--- config.mk ---
export PLATFORM = sky130hd
export DESIGN_NAME = uart_rx_buffered_flat
export DESIGN_NICKNAME = d
export VERILOG_FILES = /design/src/rtl/uart_rx_buffered_if.sv /design/src/rtl/uart_rx_buffered.sv /design/src/flat_wrapper.sv
export SDC_FILE = /design/constraint.sdc
export NUM_CORES = 1
export LEC_CHECK = 0
export CAP_MARGIN = 10
export CORE_UTILIZATION = 30
export DETAILED_ROUTE_END_ITERATION = 8
export SLEW_MARGIN = 30
export SYNTH_ARGS = -nofsm -noshare
export SYNTH_HDL_FRONTEND = slang
export SYNTH_SLANG_ARGS = --single-unit
--- constraint.sdc ---
create_clock -name CLK -period 7.88 [get_ports CLK]
set_input_delay 1.576 -clock CLK [delete_from_list [all_inputs] [get_ports CLK]]
set_output_delay 1.576 -clock CLK [all_outputs]
set_load 0.005 [all_outputs]
--- src/rtl/uart_rx_buffered_if.sv ---
// Read-side bus of uart_rx_buffered: show-ahead byte, valid/ready pop strobe, occupancy, frame error.
// Overrun is present only when UART_RX_OVERRUN_EN is defined.
interface uart_rx_buffered_if #(
  parameter int unsigned FIFO_DEPTH = 8
);
  localparam int unsigned CntW = $clog2(FIFO_DEPTH) + 1;

  logic [7:0]      DataOut;
  logic            DataOutValid;
  logic            DataOutReady;
  logic [CntW-1:0] Count;
  logic            FrameErr;
`ifdef UART_RX_OVERRUN_EN
  logic            Overrun;

  modport master (output DataOut, DataOutValid, Count, FrameErr, Overrun, input DataOutReady);
  modport slave  (input DataOut, DataOutValid, Count, FrameErr, Overrun, output DataOutReady);
`else
  modport master (output DataOut, DataOutValid, Count, FrameErr, input DataOutReady);
  modport slave  (input DataOut, DataOutValid, Count, FrameErr, output DataOutReady);
`endif
endinterface

--- src/rtl/uart_rx_buffered.sv ---
// 8N1 UART receiver feeding a show-ahead byte FIFO; optional sticky Overrun flag
// when UART_RX_OVERRUN_EN is defined.
module uart_rx_buffered #(
  parameter int unsigned CLOCK_FREQ = 50000000,
  parameter int unsigned BAUD_RATE  = 115200,
  parameter int unsigned FIFO_DEPTH = 8
) (
  input  logic               CLK,
  input  logic               reset,
  input  logic               SIn,
  uart_rx_buffered_if.master rd
);
  localparam int unsigned BitTime = CLOCK_FREQ / BAUD_RATE;
  localparam int unsigned ClkW    = $clog2(BitTime);
  localparam int unsigned PtrW    = $clog2(FIFO_DEPTH);
  localparam int unsigned CntW    = PtrW + 1;
  localparam logic [ClkW-1:0] HalfLast = ClkW'(BitTime / 2 - 1);
  localparam logic [ClkW-1:0] BitLast  = ClkW'(BitTime - 1);
  localparam logic [CntW-1:0] Full     = CntW'(FIFO_DEPTH);

  typedef enum logic [1:0] {StIdle, StStart, StData, StStop} state_e;

  logic            sync_q, rx_q, rx_prev_q;
  state_e          state_q, state_d;
  logic [ClkW-1:0] clk_cnt_q, clk_cnt_d;
  logic [2:0]      bit_cnt_q, bit_cnt_d;
  logic [7:0]      shift_q, shift_d;
  logic            stop_ok, stop_bad;
  logic            frame_err_q;

  logic [7:0]      mem_q [FIFO_DEPTH];
  logic [PtrW-1:0] wr_ptr_q, rd_ptr_q;
  logic [CntW-1:0] count_q, count_d;
  logic            push, pop;

  always_ff @(posedge CLK or posedge reset) begin
    if (reset) begin
      sync_q    <= 1'b1;
      rx_q      <= 1'b1;
      rx_prev_q <= 1'b1;
    end else begin
      sync_q    <= SIn;
      rx_q      <= sync_q;
      rx_prev_q <= rx_q;
    end
  end

  always_comb begin
    state_d   = state_q;
    clk_cnt_d = clk_cnt_q + 1'b1;
    bit_cnt_d = bit_cnt_q;
    shift_d   = shift_q;
    stop_ok   = 1'b0;
    stop_bad  = 1'b0;
    unique case (state_q)
      StIdle: begin
        clk_cnt_d = '0;
        if (rx_prev_q && !rx_q) state_d = StStart;
      end
      StStart: begin
        if (clk_cnt_q == HalfLast) begin
          clk_cnt_d = '0;
          bit_cnt_d = '0;
          state_d   = rx_q ? StIdle : StData;
        end
      end
      StData: begin
        if (clk_cnt_q == BitLast) begin
          clk_cnt_d = '0;
          shift_d   = {rx_q, shift_q[7:1]};
          bit_cnt_d = bit_cnt_q + 3'd1;
          if (bit_cnt_q == 3'd7) state_d = StStop;
        end
      end
      StStop: begin
        // Back to idle on the sample cycle so a start edge half a bit later is seen.
        if (clk_cnt_q == BitLast) begin
          clk_cnt_d = '0;
          state_d   = StIdle;
          stop_ok   = rx_q;
          stop_bad  = !rx_q;
        end
      end
      default: state_d = StIdle;
    endcase
  end

  always_ff @(posedge CLK or posedge reset) begin
    if (reset) begin
      state_q     <= StIdle;
      clk_cnt_q   <= '0;
      bit_cnt_q   <= '0;
      shift_q     <= '0;
      frame_err_q <= 1'b0;
    end else begin
      state_q     <= state_d;
      clk_cnt_q   <= clk_cnt_d;
      bit_cnt_q   <= bit_cnt_d;
      shift_q     <= shift_d;
      frame_err_q <= stop_bad;
    end
  end

  always_comb begin
    pop     = rd.DataOutReady && (count_q != '0);
    push    = stop_ok && ((count_q < Full) || pop);
    count_d = count_q + CntW'(push) - CntW'(pop);
  end

  always_ff @(posedge CLK or posedge reset) begin
    if (reset) begin
      for (int i = 0; i < FIFO_DEPTH; i++) mem_q[i] <= '0;
      wr_ptr_q <= '0;
      rd_ptr_q <= '0;
      count_q  <= '0;
    end else begin
      if (push) begin
        mem_q[wr_ptr_q] <= shift_q;
        wr_ptr_q        <= wr_ptr_q + 1'b1;
      end
      if (pop) rd_ptr_q <= rd_ptr_q + 1'b1;
      count_q <= count_d;
    end
  end

  assign rd.DataOut      = mem_q[rd_ptr_q];
  assign rd.DataOutValid = (count_q != '0);
  assign rd.Count        = count_q;
  assign rd.FrameErr     = frame_err_q;

`ifdef UART_RX_OVERRUN_EN
  logic overrun_q;

  always_ff @(posedge CLK or posedge reset) begin
    if (reset)                        overrun_q <= 1'b0;
    else if (pop && overrun_q)        overrun_q <= 1'b0;
    else if (stop_ok && !push)        overrun_q <= 1'b1;
  end

  assign rd.Overrun = overrun_q;
`endif
endmodule

--- src/flat_wrapper.sv ---
// flat-port wrapper written by rule: the top's interface ports become plain ports
module uart_rx_buffered_flat 
#(
  parameter int unsigned CLOCK_FREQ = 50000000,
  parameter int unsigned BAUD_RATE  = 115200,
  parameter int unsigned FIFO_DEPTH = 8
)
  (CLK, reset, SIn, rd_DataOut, rd_DataOutValid, rd_Count, rd_FrameErr, rd_DataOutReady);
  uart_rx_buffered_if #(.FIFO_DEPTH(FIFO_DEPTH)) rd_i ();
  input  logic CLK;
  input  logic reset;
  input  logic SIn;
  output wire logic [$bits(rd_i.DataOut)-1:0] rd_DataOut;
  output wire logic [$bits(rd_i.DataOutValid)-1:0] rd_DataOutValid;
  output wire logic [$bits(rd_i.Count)-1:0] rd_Count;
  output wire logic [$bits(rd_i.FrameErr)-1:0] rd_FrameErr;
  input wire logic [$bits(rd_i.DataOutReady)-1:0] rd_DataOutReady;
  assign rd_DataOut = rd_i.DataOut;
  assign rd_DataOutValid = rd_i.DataOutValid;
  assign rd_Count = rd_i.Count;
  assign rd_FrameErr = rd_i.FrameErr;
  assign rd_i.DataOutReady = rd_DataOutReady;
  uart_rx_buffered #(.CLOCK_FREQ(CLOCK_FREQ), .BAUD_RATE(BAUD_RATE), .FIFO_DEPTH(FIFO_DEPTH)) u_core (.CLK(CLK), .reset(reset), .SIn(SIn), .rd(rd_i));
endmodule
=== Word-level counts from Yosys, hierarchy flattened ===
Index checks and enable logic that the tools add are counted.

* Word-level logic and storage cells: 78
* Flip-flop bits (word level): 100
* Input port bits: 4

* Order comparisons: 4
* Add/sub/neg operators: 6
* Reduce and logical (&&, ||, !) cells: 13
* Equal/unequal tests: 11
* Muxes and demuxes: 23
* Bitwise operators: 2

{| class="wikitable"
|+ Operator list
! kind !! count
|-
| bitwise mux 64 bit || 1
|-
| case mux 9 bit (3 select lines) || 1
|-
| binary-select mux 8 bit (select 3 bit) || 1
|-
| demux 8 bit (select 3 bit) || 1
|-
| two-way mux 8 bit || 3
|-
| two-way mux 9 bit || 2
|-
| two-way mux 2 bit || 6
|-
| inequality test 2 x 1 -> 1 bit (second input constant) || 5
|-
| adder 3 x 1 -> 3 bit (second input constant) || 3
|-
| adder 9 x 1 -> 9 bit (second input constant) || 1
|-
| == test 9 x 8 -> 1 bit (second input constant) || 1
|-
| == test 9 bit (second input constant) || 1
|-
| greater-or-equal comparator 4 bit (second input constant) || 2
|-
| NOT 3 -> 4 bit || 2
|-
| case mux 2 bit (4 select lines) || 1
|-
| two-way mux 3 bit || 2
|-
| case mux 3 bit (2 select lines) || 1
|-
| AND reduction 5 bit || 1
|-
| adder 4 x 1 -> 4 bit || 1
|-
| == test 2 bit (second input constant) || 2
|-
| logical AND 1 bit || 4
|-
| < comparator 4 x 1 -> 1 bit (second input constant) || 1
|-
| < comparator 4 bit (second input constant) || 1
|-
| two-way mux 1 bit || 4
|-
| 11 further kinds || 11
|}

=== Depth between registers and ports, before layout ===
* Depth in word-level cells: 6
* Depth in mapped cells: 11
* Gate-level depth less buffers: 11

=== Worst setup path before layout ===
No wires, ideal clock.

* Path kind: register -> output
* From: register u_core.rd_ptr_q[1]
* To: output port rd_DataOut[0]
* Stages on the path, launching flop included: 5
* Buffers on the path: 2
* Required time: 6.304 ns
* Arrival time: 1.642 ns
* Slack: 4.662 ns
* Cells stage by stage: dfrtp_1 -> clkbuf_1 -> buf_1 -> mux4_2 -> mux2_2

* Longest elaborated chain between the ends: 4

{| class="wikitable"
|+ RTL lines
! what !! RTL line !! text
|-
| from (decl) || uart_rx_buffered.sv:32 || <nowiki>logic [PtrW-1:0] wr_ptr_q, rd_ptr_q;</nowiki>
|-
| from (signal assigned) || uart_rx_buffered.sv:121 || <nowiki>if (pop) rd_ptr_q <= rd_ptr_q + 1'b1;</nowiki>
|-
| NOT 3 -> 4 bit (implied by the code) || uart_rx_buffered.sv:126 || <nowiki>assign rd.DataOut = mem_q[rd_ptr_q];</nowiki>
|-
| binary-select mux 8 bit (select 3 bit) || uart_rx_buffered.sv:126 ||
|-
| two-way mux 8 bit (implied by the code) (2 in series) || uart_rx_buffered.sv:126 ||
|-
| to (decl) || flat_wrapper.sv:13 || <nowiki>output wire logic [$bits(rd_i.DataOut)-1:0] rd_DataOut;</nowiki>
|}

Every way passes these cells. The select of a mux whose other input is x is not followed.

=== Worst setup path after layout ===
* From: register u_core.rd_ptr_q[1]
* To: output port rd_DataOut[2]

Same word-level chain as after synthesis.

==> flow_summary.ini <==
[outcome]
status = finished, final reports clean

[timing]
max_freq_mhz = 238
hold_viol = 0
worstMarginPinSlew_ns = 0.920
fin_tns_setup_ns = 0
period_needed_ns = 4.21
setup_viol = 0
rsz0062_at_grt = no
max_slew_margin_pct = 38.7
period_share_pct = 53.4
hold_slack_ns = 0.356
clock_skew_ns = 0.0116
drv_slew = 0
setup_ws_ns = 3.67

[synth]
ys_seq_area_share_pct = 51.9
synth_nets = 353
synth-seq-cells = 100
ys_types = 43
avgSynthCellArea_um2 = 14.5
ys.flop_type = dfrtp_1
synth_async_sr_flop_share_pct = 100
syn_inst = 332
yosysWarningCount = 0
syn_area_um2 = 4820
synth_edf_count = 0

[power]
ir_drop_mv = 0.113
power.total_mw = 1.31
leakagePower_nw = 2.61
power_density_nw_per_um2 = 240

[clock_network]
cts_hold_buf = 0
cts_root_buffer = clkbuf_16
postCtsSetupBuffers = 0
cts_sinks = 100
clkLatencyLatePin_ns = 0.35
cts_tree = yes
cts_resized = 0
h-tree-depth = 3
clkTransAtPathRegs_ns = 0.07
cts.path.max_buffers = 2
cts_buffers = 9

[cells_and_area]
postLayoutCellArea_um2 = 5460
drive_gt1_share_pct = 37.1
layout_commonest_cell = dfrtp_1
n_antenna_cell = 0
fin_util_pct = 35.4
fin_nets = 364
areaGrowthSynthToFinish_pct = 13.2
final_cell_mix = dfrtp_1, mux2_2, clkdlybuf4s50_1
fillers = 1526
fin_cells = 559

[worst_setup_path]
cp_data_required_time_ns = 6.30
end_kind = output pin
slowest_delay_ns = 0.95
crit_path_start_kind = flop
arrival_ns = 2.63
critical_path_class = reg2out
cp_top_family = flip-flops
crit_fanout = 18
crit_chain = mux4_2 -> mux2_2 -> clkdlybuf4s50_1
critPathBufInv = 1
slowest_stage = dfrtp_1

[grt]
grt_overflow = 0
grt_max_degree = 53
grt_pass1_vias = 2756
grtUsageTotal_pct = 12.0
antenna_found_initial = 0
grt_pass1_wl_um = 14800

[floorplan]
core_um2 = 15400
start_util_pct = 31.3
num_rows = 45
io_pins = 18
die_h_um = 129
die_x_um = 129
die_area_um2 = 16600

[flow_run]
max_cap_viol_count = 0

[route]
drc_errors = 0
drt_iter0_markers = 180
drtPass1Iterations = 4
viasPerCell = 4.71
drt-total-wl_um = 8920
routedWlPerCell_um = 15.9
vias = 2634
ant_nets = 0

[place]
place_hpwl_um = 5720
dpl_cell_area_um2 = 5170
portBuffers = 17
post-place-ws_ns = 4.03
gp_congestion = 0.773
post-place-cells = 543

[worst_hold_path]
hp-class = reg2reg
where the power goes:
group | total, mW | internal, mW | switching (mW)
logic | 0.256 | 0.136 | 0.120
registers | 0.625 | 0.545 | 0.0804
clock network | 0.432 | 0.228 | 0.203
cell type report:
cell class                      instances  area, um^2  share of cell area, %
Sequential cell                       100        2510                   45.9
Clock buffer                           10         239                   4.37
Tap cell                              211         264                   4.83
Inverter                               14        55.1                   1.01
Multi-Input combinational cell        200        2170                   39.6
Timing Repair Buffer                   18         178                   3.25
Clock inverter                          6        53.8                  0.985
state kept, by name, indices dropped and copies added (netlist names), named ones only:
signal	flops
u_core.bit_cnt_q	3
u_core.clk_cnt_q	9
u_core.mem_q	64
u_core.rd.Count	4
u_core.rd.FrameErr	1
u_core.rd_ptr_q	3
u_core.rx_prev_q	1
u_core.rx_q	1
u_core.shift_q	8
u_core.state_q	1
u_core.sync_q	1
u_core.wr_ptr_q	3
path summary, 6_finish.rpt:
path / startpoint / endpoint / slack (ns) / cells past startpoint
worst min-delay path: u_core.sync_q / u_core.rx_q / 0.36 / 0
min in group asynchronous: reset / u_core.clk_cnt_q[4] / 1.66 / 2
max in group asynchronous: reset / u_core.rd_ptr_q[0] / 5.09 / 3
worst max-delay path: u_core.rd_ptr_q[1] / rd_DataOut[2] / 3.67 / 3
worst max register to register: u_core.clk_cnt_q[1] / u_core.mem_q[40] / 5.31 / 6
worst min register to register: u_core.sync_q / u_core.rx_q / 0.36 / 0
routing by layer:
layer / track usage (%) / wire, um / part of all wire, % / up-vias
li1: - / - / - / 1208
met1: 14.9 / 4200 / 47 / 1388
met2: 20.0 / 4330 / 49 / 24
met3: 3.12 / 218 / 2.4 / 14
met4: 4.22 / 170 / 1.9 / 0
met5: 0 / 0 / 0 / -
cells in the mapped netlist, types with 2 or more instances:
| cell | instances | area [um^2] |
|---|---|---|
| a21o_1 | 2 | 15.0 |
| a21oi_1 | 3 | 15.0 |
| and2_1 | 2 | 12.5 |
| and4b_1 | 3 | 30.0 |
| buf_1 | 9 | 33.8 |
| buf_2 | 2 | 10.0 |
| buf_6 | 4 | 45.0 |
| clkbuf_1 | 3 | 11.3 |
| dfrtp_1 | 97 | 2430 |
| dfstp_2 | 3 | 78.8 |
| ha_1 | 16 | 200 |
| inv_1 | 14 | 52.6 |
| mux2_2 | 66 | 743 |
| mux2_4 | 16 | 240 |
| mux2i_1 | 2 | 20.0 |
| mux4_2 | 16 | 360 |
| nand2_1 | 6 | 22.5 |
| nand2b_1 | 4 | 25.0 |
| nand3_1 | 8 | 40.0 |
| nand4_2 | 4 | 50.1 |
| nand4b_2 | 2 | 30.0 |
| nor2_1 | 15 | 56.3 |
| nor2b_1 | 2 | 12.5 |
| o211ai_1 | 2 | 15.0 |
| o2bb2ai_1 | 2 | 17.5 |
| xnor2_1 | 7 | 61.3 |
| xor2_1 | 6 | 52.6 |
cell families (layout without fill, tap and decap cells):
logic type | after synthesis | after routing | share of synthesized area [%]
DFF | 100 | 100 | 51.9
adders and majority gates | 17 | 17 | 4.56
buffers and inverters | 32 | 48 | 3.16
AOI/OAI and AO/OA | 15 | 15 | 2.26
and+or+nand+nor | 55 | 55 | 7.44
muxes | 100 | 100 | 28.3
xor gates and xnor gates | 13 | 13 | 2.36
Note: power is estimated with default switching activity, not from simulation.
